## src/rtl/rf_pkg.sv

```systemverilog
// rf_pkg: shared definitions for the register-file sequencer.
// Holds the instruction encoding (field bit positions, opcodes), the
// sequencer state encoding, the decode class enum and datapath widths.
package rf_pkg;

  localparam int REG_W      = 9;
  localparam int ADDR_W     = 2;
  localparam int OP_W       = 3;
  localparam int INSTR_BITS = 10;

  // Field bit positions inside the instruction word.
  localparam int OP_MSB   = 9;
  localparam int OP_LSB   = 7;
  localparam int DST_MSB  = 6;
  localparam int DST_LSB  = 5;
  localparam int SRC0_MSB = 4;
  localparam int SRC0_LSB = 3;
  localparam int SRC1_MSB = 2;
  localparam int SRC1_LSB = 1;
  localparam int FLAG_BIT = 0;

  localparam logic [OP_W-1:0] OP_NOP = 3'b000;
  localparam logic [OP_W-1:0] OP_ADD = 3'b001;
  localparam logic [OP_W-1:0] OP_SUB = 3'b010;
  localparam logic [OP_W-1:0] OP_AND = 3'b011;
  localparam logic [OP_W-1:0] OP_OR  = 3'b100;
  localparam logic [OP_W-1:0] OP_NOT = 3'b101;
  localparam logic [OP_W-1:0] OP_LDI = 3'b110;
  localparam logic [OP_W-1:0] OP_SYS = 3'b111;

  typedef enum logic [2:0] {
    ST_IDLE   = 3'd0,
    ST_DECODE = 3'd1,
    ST_IMM    = 3'd2,
    ST_READ   = 3'd3,
    ST_EXEC   = 3'd4,
    ST_WB     = 3'd5,
    ST_CLR    = 3'd6,
    ST_HALT   = 3'd7
  } seq_state_t;

  // What the DECODE state does with an instruction.
  typedef enum logic [2:0] {
    CL_NOP  = 3'd0,
    CL_ALU  = 3'd1,
    CL_LDI  = 3'd2,
    CL_HALT = 3'd3,
    CL_CLR  = 3'd4
  } instr_class_t;

endpackage

```

## src/rtl/rf_seq_decode.sv

```systemverilog
// rf_seq_decode: combinational field extraction for the sequencer.
// Ports:
//   i_instr   - latched instruction word
//   o_op      - opcode field
//   o_dst     - destination register
//   o_src0    - source register 0
//   o_src1    - source register 1
//   o_class   - what the sequencer should do next with this word
module rf_seq_decode
  import rf_pkg::*;
(
  input  logic [INSTR_BITS-1:0] i_instr,
  output logic [OP_W-1:0]       o_op,
  output logic [ADDR_W-1:0]     o_dst,
  output logic [ADDR_W-1:0]     o_src0,
  output logic [ADDR_W-1:0]     o_src1,
  output instr_class_t          o_class
);

  logic w_flag;

  assign o_op   = i_instr[OP_MSB:OP_LSB];
  assign o_dst  = i_instr[DST_MSB:DST_LSB];
  assign o_src0 = i_instr[SRC0_MSB:SRC0_LSB];
  assign o_src1 = i_instr[SRC1_MSB:SRC1_LSB];
  assign w_flag = i_instr[FLAG_BIT];

  // The system opcode splits on the flag bit: 0 halts, 1 clears the file.
  always_comb begin
    o_class = CL_NOP;
    case (o_op)
      OP_NOP:                                 o_class = CL_NOP;
      OP_ADD, OP_SUB, OP_AND, OP_OR, OP_NOT:  o_class = CL_ALU;
      OP_LDI:                                 o_class = CL_LDI;
      OP_SYS:                                 o_class = w_flag ? CL_CLR : CL_HALT;
      default:                                o_class = CL_NOP;
    endcase
  end

endmodule

```

## src/rtl/rf_seq_ctrl.sv

```systemverilog
// rf_seq_ctrl: multi-cycle sequencer for the 4x9-bit register file and ALU.
// Accepts instruction words over valid/ready, decodes them and steps
// through read, execute and write-back. Every output is registered.
// Ports:
//   clk, rst_n            - clock, async active-low reset
//   instr_valid/ready     - instruction (or LDI immediate) handshake
//   instr_data            - instruction or immediate word
//   start                 - leaves HALT
//   rf_rd0/rd1_addr       - register file read addresses
//   rf_wr_addr, rf_wr_en  - register file write port control
//   rf_clr                - register file clear request
//   alu_op                - ALU operation select
//   imm_sel, imm_data     - write-back source select and LDI immediate
//   busy, halted          - status
//   retired_cnt           - completed instruction count (wraps)
module rf_seq_ctrl
  import rf_pkg::*;
#(
  parameter int INSTR_W = 10,
  parameter int CNT_W   = 16
) (
  input  logic               clk,
  input  logic               rst_n,
  input  logic               instr_valid,
  output logic               instr_ready,
  input  logic [INSTR_W-1:0] instr_data,
  input  logic               start,
  output logic [ADDR_W-1:0]  rf_rd0_addr,
  output logic [ADDR_W-1:0]  rf_rd1_addr,
  output logic [ADDR_W-1:0]  rf_wr_addr,
  output logic               rf_wr_en,
  output logic               rf_clr,
  output logic [OP_W-1:0]    alu_op,
  output logic               imm_sel,
  output logic [REG_W-1:0]   imm_data,
  output logic               busy,
  output logic               halted,
  output logic [CNT_W-1:0]   retired_cnt
);

  seq_state_t         r_state;
  logic [INSTR_W-1:0] r_instr;
  logic               r_ready;
  logic [ADDR_W-1:0]  r_rd0;
  logic [ADDR_W-1:0]  r_rd1;
  logic [ADDR_W-1:0]  r_wr_addr;
  logic               r_wr_en;
  logic               r_clr;
  logic [OP_W-1:0]    r_alu_op;
  logic               r_imm_sel;
  logic [REG_W-1:0]   r_imm_data;
  logic               r_busy;
  logic               r_halted;
  logic [CNT_W-1:0]   r_retired;

  logic [OP_W-1:0]    w_op;
  logic [ADDR_W-1:0]  w_dst;
  logic [ADDR_W-1:0]  w_src0;
  logic [ADDR_W-1:0]  w_src1;
  instr_class_t       w_class;
  logic               w_xfer;

  rf_seq_decode u_decode (
    .i_instr (r_instr[INSTR_BITS-1:0]),
    .o_op    (w_op),
    .o_dst   (w_dst),
    .o_src0  (w_src0),
    .o_src1  (w_src1),
    .o_class (w_class)
  );

  // r_ready is only ever set when entering IDLE or IMM, so a transfer
  // can only happen in those two states.
  assign w_xfer = instr_valid & r_ready;

  // Single state machine; every output is updated on the transition into
  // the state that owns it, so outputs line up with the state they
  // describe. Ready comes up one cycle after reset release.
  always_ff @(posedge clk or negedge rst_n) begin
    if (!rst_n) begin
      r_state    <= ST_IDLE;
      r_instr    <= '0;
      r_ready    <= 1'b0;
      r_rd0      <= '0;
      r_rd1      <= '0;
      r_wr_addr  <= '0;
      r_wr_en    <= 1'b0;
      r_clr      <= 1'b0;
      r_alu_op   <= '0;
      r_imm_sel  <= 1'b0;
      r_imm_data <= '0;
      r_busy     <= 1'b0;
      r_halted   <= 1'b0;
      r_retired  <= '0;
    end else begin
      case (r_state)
        ST_IDLE: begin
          if (w_xfer) begin
            r_instr <= instr_data;
            r_ready <= 1'b0;
            r_busy  <= 1'b1;
            r_state <= ST_DECODE;
          end else begin
            r_ready <= 1'b1;
          end
        end
        ST_DECODE: begin
          case (w_class)
            CL_ALU: begin
              r_rd0   <= w_src0;
              r_rd1   <= w_src1;
              r_state <= ST_READ;
            end
            CL_LDI: begin
              r_ready <= 1'b1;
              r_state <= ST_IMM;
            end
            CL_HALT: begin
              r_halted  <= 1'b1;
              r_busy    <= 1'b0;
              r_retired <= r_retired + 1'b1;
              r_state   <= ST_HALT;
            end
            CL_CLR: begin
              r_clr   <= 1'b1;
              r_state <= ST_CLR;
            end
            default: begin
              r_ready   <= 1'b1;
              r_busy    <= 1'b0;
              r_retired <= r_retired + 1'b1;
              r_state   <= ST_IDLE;
            end
          endcase
        end
        ST_IMM: begin
          if (w_xfer) begin
            r_imm_data <= instr_data[REG_W-1:0];
            r_imm_sel  <= 1'b1;
            r_wr_en    <= 1'b1;
            r_wr_addr  <= w_dst;
            r_ready    <= 1'b0;
            r_state    <= ST_WB;
          end
        end
        ST_READ: begin
          r_alu_op <= w_op;
          r_state  <= ST_EXEC;
        end
        ST_EXEC: begin
          r_wr_en   <= 1'b1;
          r_wr_addr <= w_dst;
          r_state   <= ST_WB;
        end
        ST_WB: begin
          r_wr_en   <= 1'b0;
          r_imm_sel <= 1'b0;
          r_ready   <= 1'b1;
          r_busy    <= 1'b0;
          r_retired <= r_retired + 1'b1;
          r_state   <= ST_IDLE;
        end
        ST_CLR: begin
          r_clr     <= 1'b0;
          r_ready   <= 1'b1;
          r_busy    <= 1'b0;
          r_retired <= r_retired + 1'b1;
          r_state   <= ST_IDLE;
        end
        ST_HALT: begin
          if (start) begin
            r_halted <= 1'b0;
            r_ready  <= 1'b1;
            r_state  <= ST_IDLE;
          end
        end
        default: begin
          r_ready <= 1'b0;
          r_state <= ST_IDLE;
        end
      endcase
    end
  end

  assign instr_ready = r_ready;
  assign rf_rd0_addr = r_rd0;
  assign rf_rd1_addr = r_rd1;
  assign rf_wr_addr  = r_wr_addr;
  assign rf_wr_en    = r_wr_en;
  assign rf_clr      = r_clr;
  assign alu_op      = r_alu_op;
  assign imm_sel     = r_imm_sel;
  assign imm_data    = r_imm_data;
  assign busy        = r_busy;
  assign halted      = r_halted;
  assign retired_cnt = r_retired;

endmodule

```

## config.mk

```make
export PLATFORM = sky130hd
export DESIGN_NAME = rf_seq_ctrl
export DESIGN_NICKNAME = d
export VERILOG_FILES = /design/src/rtl/rf_pkg.sv /design/src/rtl/rf_seq_decode.sv /design/src/rtl/rf_seq_ctrl.sv
export SDC_FILE = /design/constraint.sdc
export NUM_CORES = 1
export LEC_CHECK = 0
export BUFFER_PORTS_ARGS = -buffer_cell sky130_fd_sc_hd__buf_2
export CORE_MARGIN = 5
export CORE_UTILIZATION = 35
export DETAILED_ROUTE_END_ITERATION = 8
export GPL_ROUTABILITY_DRIVEN = 0
export SETUP_SLACK_MARGIN = 0.02
export SLEW_MARGIN = 20
export SYNTH_ARGS = -nofsm -noshare
export SYNTH_HDL_FRONTEND = slang
export SYNTH_SLANG_ARGS = --single-unit
```

## constraint.sdc

```tcl
create_clock -name clk -period 2.3 [get_ports clk]
set_input_delay 0.46 -clock clk [delete_from_list [all_inputs] [get_ports clk]]
set_output_delay 0.46 -clock clk [all_outputs]
set_load 0.05 [all_outputs]
```

==> impl_results.md <==
* Outcome: finished clean
* Worst-margin pin slew at 499 ps
* GR Overflow Total at 0
* Power density of the placed cells at 1560 nW/um^2
* Max-cap violations at 0
* Slew Viols, Final at 0
* Area contributors post-synth: dfrtp_1 (56%), mux2_2 (13%), xor2_1 (5.2%), nand2_1 (2.1%), o21ai_0 (1.9%)
* Dominant synthesized flop cell: dfrtp_1
* # diodes at 0
* # Post-CTS Setup Buffers at 0
* CTS resizes at 0
* RSZ-0062 raised after global routing: no
* Count of flip-flops with a built-in enable after synthesis at 0
* Die W at 92.1 microns
* Number of global-route vias before repair at 1,820
* Met1 usage at 16.8%
* Die height at 92.1 microns
* Final Setup Violations at 0
* Die area at 8490 sq um
* Number of synthesized register bits at 53
* First-pass GRT wire length at 8640 microns
* Cell taking the most area after synthesis: dfrtp_1
* Overall routed net length at 4850 microns
* Remaining antenna violation count at 0
* Register area share after synthesis at 56.2%
* Critical Path Source Type: register
* Mapped cell area at 2360 sq um
* Delay-heaviest family, CP: simple AND/OR/NAND/NOR gates
* Syn nets at 210
* Hold slack at 105 ps
* Hpwl dp at 3470 microns
* Min-delay worst type: in2async
* Largest net degree at the start of global routing at 34
* DRT Pass-1 Iters at 4
* Area fraction of the dominant cell type after synthesis at 56.2%
* Mean Syn Cell Area at 12.1 sq um
* Netlist cell types at 38
* Vias/cell at 5.03
* Slowest cell on crit path: or3b_4
* Root Buffer: clkbuf_8
* Gr usage total at 12.7%
* Worst vdd ir at 919 uV
* CTS Sinks at 53
* Total CTS buffers at 5
* Asr flop ratio synth at 100%
* Setup Crit Path Kind: reg2reg
* Area post-placement at 2760 sq um
* CP max FO at 17
* Via count at 1,694
* H-tree depth at 2
* Area growth, synth to finish at 20.8%
* Layout cell share with drive strength beyond 1 at 38.1%
* CTS tree: built
* R2r worst-path depth at 4
* Critical path required time at 2500 ps
* Skew-Pair Late Insertion Delay at 310 ps
* DRC at 0
* Minimum period implied by the final worst setup slack at 1750 ps
* # hold bufs at CTS at 0
* Final Hold Fails at 0
* Clock tree buffer depth at 2
* Worst path max stage delay at 420 ps
* Drt first-iter violations at 75
* CP arrival at 1950 ps
* Setup TNS at 0 ps
* Worst Setup End Kind: register
* Skew final at 7.12 ps
* Final Cell Area at 2850 sq um
* Rows at 30
* Critical Path Stages at 4
* Maximum clock rate at 0.572 GHz
* Nets at 271
* Met3 Track Usage GR at 3.28%
* Core area at 6680 sq um
* WL per Instance at 14.4 microns
* Starting density of the core at 35.3%
* Final Cycle Share at 76.0%
* GR Layer Usage met2 at 20.0%
* Rel. slew slack at 66.7%
* Gr busiest metal: met2
* CTS clock-pin slew for the worst setup and hold paths at 100 ps
* Initial antenna violation count at 0
* Pwr Total at 0.00444 W
* Cell Chain, Critical Path: or3b_4 -> o32ai_4 -> buf_4 -> mux2_1
* IO Pins at 54
* Ys Warns at 0
* Number of port buffers at 53
* Leak Pwr at 1.37 nW
* WP buf/inv at 1
* Cells after Synth at 195
-- stage by stage --
stage	setup slack (ps)	cells	util, %
detailed placement	475	329	41.3
global placement	498	329	41.3
finish	552	337	42.7
floorplan	293	195	-
global route	389	337	42.7
CTS	537	337	42.7
-- registers in the layout, indices dropped and copies added (netlist names), 2 cells and up --
name	count
rf_wr_addr	2
imm_data	9
alu_op	3
r_instr	10
retired_cnt	16
rf_rd0_addr	2
r_state	3
rf_rd1_addr	2
-- cell usage in the layout (no fill, tap or decap), drive strengths merged, types with 2 or more instances in the layout --
master    Yosys  routed
a211o         2       2
a21oi         7       7
buf           2      60
clkbuf        4       5
clkinvlp      0       3
dfrtp        53      53
inv           5       5
mux2         28      28
nand2        13      13
nand2b        2       2
nand3         8       8
nor2          8       8
nor2b         2       2
nor3          5       5
nor4          7       7
o21ai         9       9
o221ai        3       3
o22a          2       2
o22ai         4       4
xnor2         2       2
xor2         14      14
-- final cells by class --
class / instances / area (sq um)
Multi-Input combinational cell: 131 / 985
Inverter: 5 / 18.8
Sequential cell: 53 / 1330
Timing Repair Buffer: 60 / 330
Fill cell: 670 / 3830
Clock inverter: 3 / 22.5
Clock buffer: 5 / 68.8
Tap cell: 80 / 100
-- logic make-up (layout without fill, tap and decap cells) --
kind of cell / after synthesis / in the layout / synth area share [%]
mux: 28 / 28 / 13.4
compound gates: 33 / 33 / 9.86
flops: 53 / 53 / 56.2
fa+ha+maj: 1 / 1 / 0.530
xor+xnor: 16 / 16 / 5.94
buf+inv: 11 / 73 / 2.12
simple gates: 53 / 53 / 12.0
-- final timing paths --
kind | start | endpoint | slack [ps]
hold / removal | rst_n | retired_cnt[8] | 100
min in group clk | instr_data[5] | r_instr[5] | 400
max in group asynchronous | rst_n | imm_data[7] | 1640
setup reg to reg | r_state[1] | retired_cnt[1] | 550
hold reg to reg | retired_cnt[15] | retired_cnt[15] | 470
setup / recovery | r_state[1] | retired_cnt[1] | 550
-- where the power goes --
part | internal, W | switching [W] | leakage (nW)
sequential | 0.00130 | 0.000283 | 0.649
clock | 0.000214 | 0.000316 | 0.0364
combinational | 0.000773 | 0.00155 | 0.681
total | 0.00229 | 0.00215 | 1.37
-- synth_stat cells (2+ instances only) --
master    count
dfrtp_1      53
mux2_2       27
xor2_1       14
nand2_1      13
o21ai_0       9
nand3_1       8
nor2_1        8
a21oi_1       7
nor4_1        7
inv_1         5
clkbuf_1      4
nor3_1        4
o22ai_1       4
o221ai_1      3
a211o_1       2
nand2b_1      2
nor2b_1       2
o22a_1        2
xnor2_1       2
-- per-layer routing --
| metal | share of wire, % | up-vias |
|---|---|---|
| met3 | 4.1 | 5 |
| met2 | 47 | 31 |
| met1 | 48 | 829 |
| li1 | - | 829 |
| met5 | 0 | - |
| met4 | 1.2 | 0 |
-- worst reg2reg max path, cell delays in order (launching register included) --
cell     delay [ps]
dfrtp_1         380
or3b_4          420
o32ai_4         250
buf_4           260
mux2_1          340
Note: power is estimated with default switching activity, not from simulation.
